File: src/rtl/tpu_pkg.sv
// Shared types and sizing for the TPU instruction fetch path.
package tpu_pkg;

    localparam int INSTR_W   = 32;
    localparam int IB_DEPTH  = 32;
    localparam int IB_ADDR_W = $clog2(IB_DEPTH);

    typedef enum logic [1:0] {
        IF_IDLE  = 2'd0,
        IF_PRIME = 2'd1,
        IF_RUN   = 2'd2,
        IF_DONE  = 2'd3
    } fetch_state_t;

endpackage

File: src/rtl/instr_ram_1r1w.sv
// Instruction buffer: one write port, one registered read port.
// A read that hits the address being written returns the new word.
module instr_ram_1r1w #(
    parameter int INSTR_W = 32,
    parameter int DEPTH   = 32,
    parameter int ADDR_W  = 5
) (
    input  logic               clk,
    input  logic               rst,
    input  logic               wr_en,
    input  logic [ADDR_W-1:0]  wr_addr,
    input  logic [INSTR_W-1:0] wr_data,
    input  logic [ADDR_W-1:0]  rd_addr,
    output logic [INSTR_W-1:0] rd_data
);

    logic [INSTR_W-1:0] mem [DEPTH];

    // Storage array write; contents survive reset.
    always_ff @(posedge clk) begin
        if (wr_en) begin
            mem[wr_addr] <= wr_data;
        end
    end

    // Registered read with write-first bypass; the output register clears on reset.
    always_ff @(posedge clk) begin
        if (rst) begin
            rd_data <= '0;
        end else if (wr_en && (wr_addr == rd_addr)) begin
            rd_data <= wr_data;
        end else begin
            rd_data <= mem[rd_addr];
        end
    end

endmodule

File: src/rtl/tpu_instr_fetch.sv
// Instruction buffer and sequencer: the loader fills the buffer while idle,
// a start pulse streams prog_len words from pc 0 as a valid/ready stream.
module tpu_instr_fetch #(
    parameter int INSTR_W = tpu_pkg::INSTR_W,
    parameter int DEPTH   = tpu_pkg::IB_DEPTH,
    parameter int ADDR_W  = $clog2(DEPTH)
) (
    input  logic               clk,
    input  logic               rst,
    input  logic               wr_en,
    input  logic [ADDR_W-1:0]  wr_addr,
    input  logic [INSTR_W-1:0] wr_data,
    input  logic               start,
    input  logic [ADDR_W:0]    prog_len,
    input  logic               abort,
    output logic               instr_valid,
    input  logic               instr_ready,
    output logic [INSTR_W-1:0] instr_data,
    output logic [ADDR_W-1:0]  instr_pc,
    output logic               busy,
    output logic               done,
    output logic               wr_err
);

    import tpu_pkg::*;

    localparam logic [ADDR_W:0] DEPTH_L = (ADDR_W+1)'(DEPTH);

    fetch_state_t      state, state_nx;
    logic [ADDR_W-1:0] pc;
    logic [ADDR_W:0]   len;
    logic              fire;
    logic              last;
    logic              accept_start;
    logic              ram_we;
    logic [ADDR_W-1:0] pc_inc;
    logic [ADDR_W-1:0] rd_addr;

    assign accept_start = (state == IF_IDLE) && start;
    assign fire         = (state == IF_RUN) && instr_ready;
    assign last         = ({1'b0, pc} == (len - 1'b1));
    assign pc_inc       = pc + 1'b1;
    // Prefetch the next word on a fire so back-to-back fires need no bubble.
    assign rd_addr      = fire ? pc_inc : pc;
    assign ram_we       = wr_en && (state == IF_IDLE);

    instr_ram_1r1w #(
        .INSTR_W (INSTR_W),
        .DEPTH   (DEPTH),
        .ADDR_W  (ADDR_W)
    ) u_ram (
        .clk     (clk),
        .rst     (rst),
        .wr_en   (ram_we),
        .wr_addr (wr_addr),
        .wr_data (wr_data),
        .rd_addr (rd_addr),
        .rd_data (instr_data)
    );

    // FSM state register.
    always_ff @(posedge clk) begin
        if (rst) begin
            state <= IF_IDLE;
        end else begin
            state <= state_nx;
        end
    end

    // Next-state logic and control outputs; abort wins over fire.
    always_comb begin
        state_nx    = state;
        instr_valid = 1'b0;
        busy        = 1'b1;
        done        = 1'b0;
        case (state)
            IF_IDLE: begin
                busy = 1'b0;
                if (start) begin
                    state_nx = (prog_len != '0) ? IF_PRIME : IF_DONE;
                end
            end
            IF_PRIME: begin
                state_nx = abort ? IF_IDLE : IF_RUN;
            end
            IF_RUN: begin
                instr_valid = 1'b1;
                if (abort) begin
                    state_nx = IF_IDLE;
                end else if (instr_ready && last) begin
                    state_nx = IF_DONE;
                end
            end
            IF_DONE: begin
                done     = 1'b1;
                state_nx = IF_IDLE;
            end
            default: begin
                state_nx = IF_IDLE;
            end
        endcase
    end

    assign instr_pc = pc;

    // Program counter, clamped length and sticky write-while-busy error.
    always_ff @(posedge clk) begin
        if (rst) begin
            pc     <= '0;
            len    <= '0;
            wr_err <= 1'b0;
        end else begin
            if (accept_start) begin
                pc  <= '0;
                len <= (prog_len > DEPTH_L) ? DEPTH_L : prog_len;
            end else if ((state != IF_IDLE) && abort) begin
                pc <= '0;
            end else if (fire && !last) begin
                pc <= pc_inc;
            end

            if (wr_en && (state != IF_IDLE)) begin
                wr_err <= 1'b1;
            end else if (accept_start) begin
                wr_err <= 1'b0;
            end
        end
    end

endmodule

File: config.mk
export PLATFORM = sky130hd
export DESIGN_NAME = tpu_instr_fetch
export DESIGN_NICKNAME = d
export VERILOG_FILES = /design/src/rtl/tpu_pkg.sv /design/src/rtl/instr_ram_1r1w.sv /design/src/rtl/tpu_instr_fetch.sv
export SDC_FILE = /design/constraint.sdc
export NUM_CORES = 1
export LEC_CHECK = 0
export ABC_AREA = 1
export BUFFER_PORTS_ARGS = -buffer_cell sky130_fd_sc_hd__buf_2
export CAP_MARGIN = 20
export CORE_ASPECT_RATIO = 2
export CORE_MARGIN = 2
export CORE_UTILIZATION = 35
export CTS_BUF_LIST = sky130_fd_sc_hd__clkbuf_8
export CTS_CLUSTER_DIAMETER = 100
export DETAILED_ROUTE_END_ITERATION = 12
export PLACE_DENSITY = 0.5
export SLEW_MARGIN = 10
export SYNTH_ARGS = -nofsm -noshare
export SYNTH_HDL_FRONTEND = slang
export SYNTH_SLANG_ARGS = --single-unit
File: constraint.sdc
create_clock -name clk -period 2.7 [get_ports clk]
set_input_delay 0.54 -clock clk [delete_from_list [all_inputs] [get_ports clk]]
set_output_delay 0.54 -clock clk [all_outputs]
set_load 0.03 [all_outputs]
==> run summary <==
Synth Area per Inst: 10.5 um2
Synth Area in XOR/XNOR: 0.186%
Routed len/inst: 24.2 um
GPL Wtd Cong: 0.802
Clock Sinks: 1,070
Worst Setup Start Kind: register
Worst min path class: in -> reg
DP Worst Slack: 0.00880 ns
Cts bufs inserted: 152
Max Buffers Root-to-Sink: 3
Drt drc: 0
Placed Cells: 6,274
Worst Setup End Kind: register
LEAKAGE: 22.9 nW
DIE WIDTH: 263 um
First-pass GRT wire length: 229 mm
Starting Density: 35.2%
Clock transition at path regs: 0.07 ns
Synthesized area: 47,000 um2
Primary FF master, synth: edfxtp_1
Vias: 33.5k
Final setup fails: 0
Synthesized netlist net count: 4,535
Unrepaired setup endpoints after global routing: no
Final setup skew: 0.0341 ns
Min cycle time layout: 2.42 ns
Drt initial violations: 2,663
Fraction of layout cells with a size suffix above 1: 12.1%
Hold WS: 0.0738 ns
Port Buf Inserts: 89
DRT Pass-1 Iters: 5
Routed WL: 159 mm
Pwr dens: 597 nW/um2
#FFs+latches synth: 1,070
Worst slew margin: 48.6%
Detail Route Antenna Nets: 0
CP max-delay cell: dfxtp_1
Vias/cell: 5.10
Clock Latency Late Sink: 0.85 ns
Worst Max-Slew Pin Slew: 0.763 ns
CTS tree: yes
Synth warn: 0
Worst Path Max Fanout: 28
Die H: 522 um
Top cell by count, worst path: nand3_1
Row cnt: 190
Sequential fraction of the synthesis area: 67.4%
I/O pin cnt: 90
Fmax: 0.413 GHz
Fin worst setup slack: 0.281 ns
Pins Over Slew Limit: 0
Final Non-Filler Cells: 6,568
Synth Area in Adders: 0.0532%
Vias in the first global route: 32.7k
Unique cell type count in the Yosys netlist: 30
CP arrival: 3.19 ns
Status: completed
Commonest non-fill, non-tap cells in the layout: 1,079 x nand3_1, 1,024 x edfxtp_1, 941 x inv_1
Nets: 4,761
Fraction of registers with async set/reset: 0%
Slowest stage delay, CP: 0.46 ns
Worst VDD drop: 392 uV
Critical path class: reg -> reg
GRT Overall Usage: 23.0%
Synth Area in Compound Gates: 0.620%
Most common cell after layout, fill and taps aside: nand3_1
Area of the core: 134,000 um2
Final period util: 89.6%
Syn-to-layout area delta: 17.3%
Cell count after synthesis: 4,484
Setup bufs post-CTS: 0
Grt ovf: 0
Post-route cell area: 55,100 um2
CTS H-tree depth: 4
Largest net degree at the start of global routing: 55
WP data required: 3.47 ns
Post-DP HPWL: 90.4 mm
Post-synthesis mux area share: 0%
Worst path cell trace: nand3_4 -> buf_4 -> nand2_2 -> inv_2 -> nor2_4 -> buf_4 -> buf_12 -> nand3_1 -> nand3_1 -> nand3_1 -> nand3_1 -> nand2_1 -> a21oi_1
Placement Cell Area: 52,000 um2
Root Buffer: clkbuf_8
Fin. Hold Viols: 0
Die area: 137,000 um2
Number of flops mapped to enable cells by yosys: 1,024
Largest family of logic cells by synthesized area: simple AND/OR/NAND/NOR gates
Initial antenna violation count: 8
Post-Synth Simple-Gate Area: 22.0%
Max Cap Viol: 0
Fin util: 41.3%
[registers in the layout (all words and copies together) (netlist names)]
signal,flops
u_ram.mem,1024
u_ram.rd_data,32
len,6
instr_pc,5
state,2
wr_err,1
[critical path, delay by kind of cell, from the launching register on]
family / cells / cell delay (ns)
AND/OR/NAND/NOR: 8 / 0.97
flip-flops: 1 / 0.46
buffers and inverters: 4 / 0.77
AO/OA/AOI/OAI: 1 / 0.14
[power breakdown]
part	total [mW]	leakage, nW	switching, mW	internal, mW
Sequential	18.4	9.60	0.0694	18.3
Clock	13.0	1.75	6.45	6.50
Combinational	1.58	11.6	1.15	0.428
[synth_stat cells (4+ instances only)]
| cell type | n | share of area, % |
|---|---|---|
| clkbuf_1 | 77 | 0.61 |
| nand3b_1 | 192 | 3.1 |
| o21ai_0 | 10 | 0.11 |
| buf_1 | 18 | 0.14 |
| a21oi_1 | 36 | 0.38 |
| buf_2 | 145 | 1.5 |
| edfxtp_1 | 1024 | 65 |
| nand4_1 | 4 | 0.053 |
| inv_2 | 4 | 0.032 |
| xor2_1 | 8 | 0.15 |
| inv_1 | 889 | 7.1 |
| buf_4 | 17 | 0.27 |
| dfxtp_1 | 46 | 2.0 |
| nand3_1 | 1079 | 11 |
| nor2_1 | 47 | 0.38 |
| nand2_1 | 863 | 6.9 |
[worst paths after layout]
kind | start | end | slack, ns | depth (start not counted)
worst min-delay path | prog_len[0] | len[0] | 0.07 | 3
worst max register to register | state[1] | u_ram.rd_data[12] | 0.28 | 13
worst max-delay path | state[1] | u_ram.rd_data[12] | 0.28 | 13
worst min register to register | wr_err | wr_err | 0.48 | 2
[kinds of logic (layout without fill, tap and decap cells)]
group | count (synthesis) | count (layout)
AO/OA/AOI/OAI | 54 | 54
XOR/XNOR | 10 | 10
adder cells (fa/ha/maj) | 2 | 2
buffers and inverters | 1151 | 1504
flip-flops | 1070 | 1070
other | 0 | 3
AND/OR/NAND/NOR | 2197 | 2197
[metal layers]
metal	track usage [%]	wire (um)
met5	0	28
met4	8.66	5860
met3	3.01	7970
met2	41.8	82100
met1	27.6	62700
[per-stage QoR]
stage                     total power, mW  setup TNS, ns
final                                32.9              0
after global routing                 33.9              0
after CTS                            33.2              0
after detailed placement             20.3              0
after global placement               20.3              0
after floorplan                      19.4        -341.26
[layout make-up]
cell class / count / area, um2
Fill cell: 12900 / 78500
Sequential cell: 1070 / 31700
Multi-Input combinational cell: 2263 / 11100
Timing Repair Buffer: 330 / 3790
Inverter: 893 / 3360
Clock buffer: 185 / 2550
Tap cell: 1728 / 2160
Clock inverter: 96 / 502
Antenna cell: 3 / 7.51
[timing repair]
action | CTS | global route
endpoints found under the setup margin | 0 | 1
endpoints found under the hold margin | 13 | 0
hold buffers | 10 | 0
resized for setup | 0 | 1
Note: power is estimated with default switching activity, not from simulation.
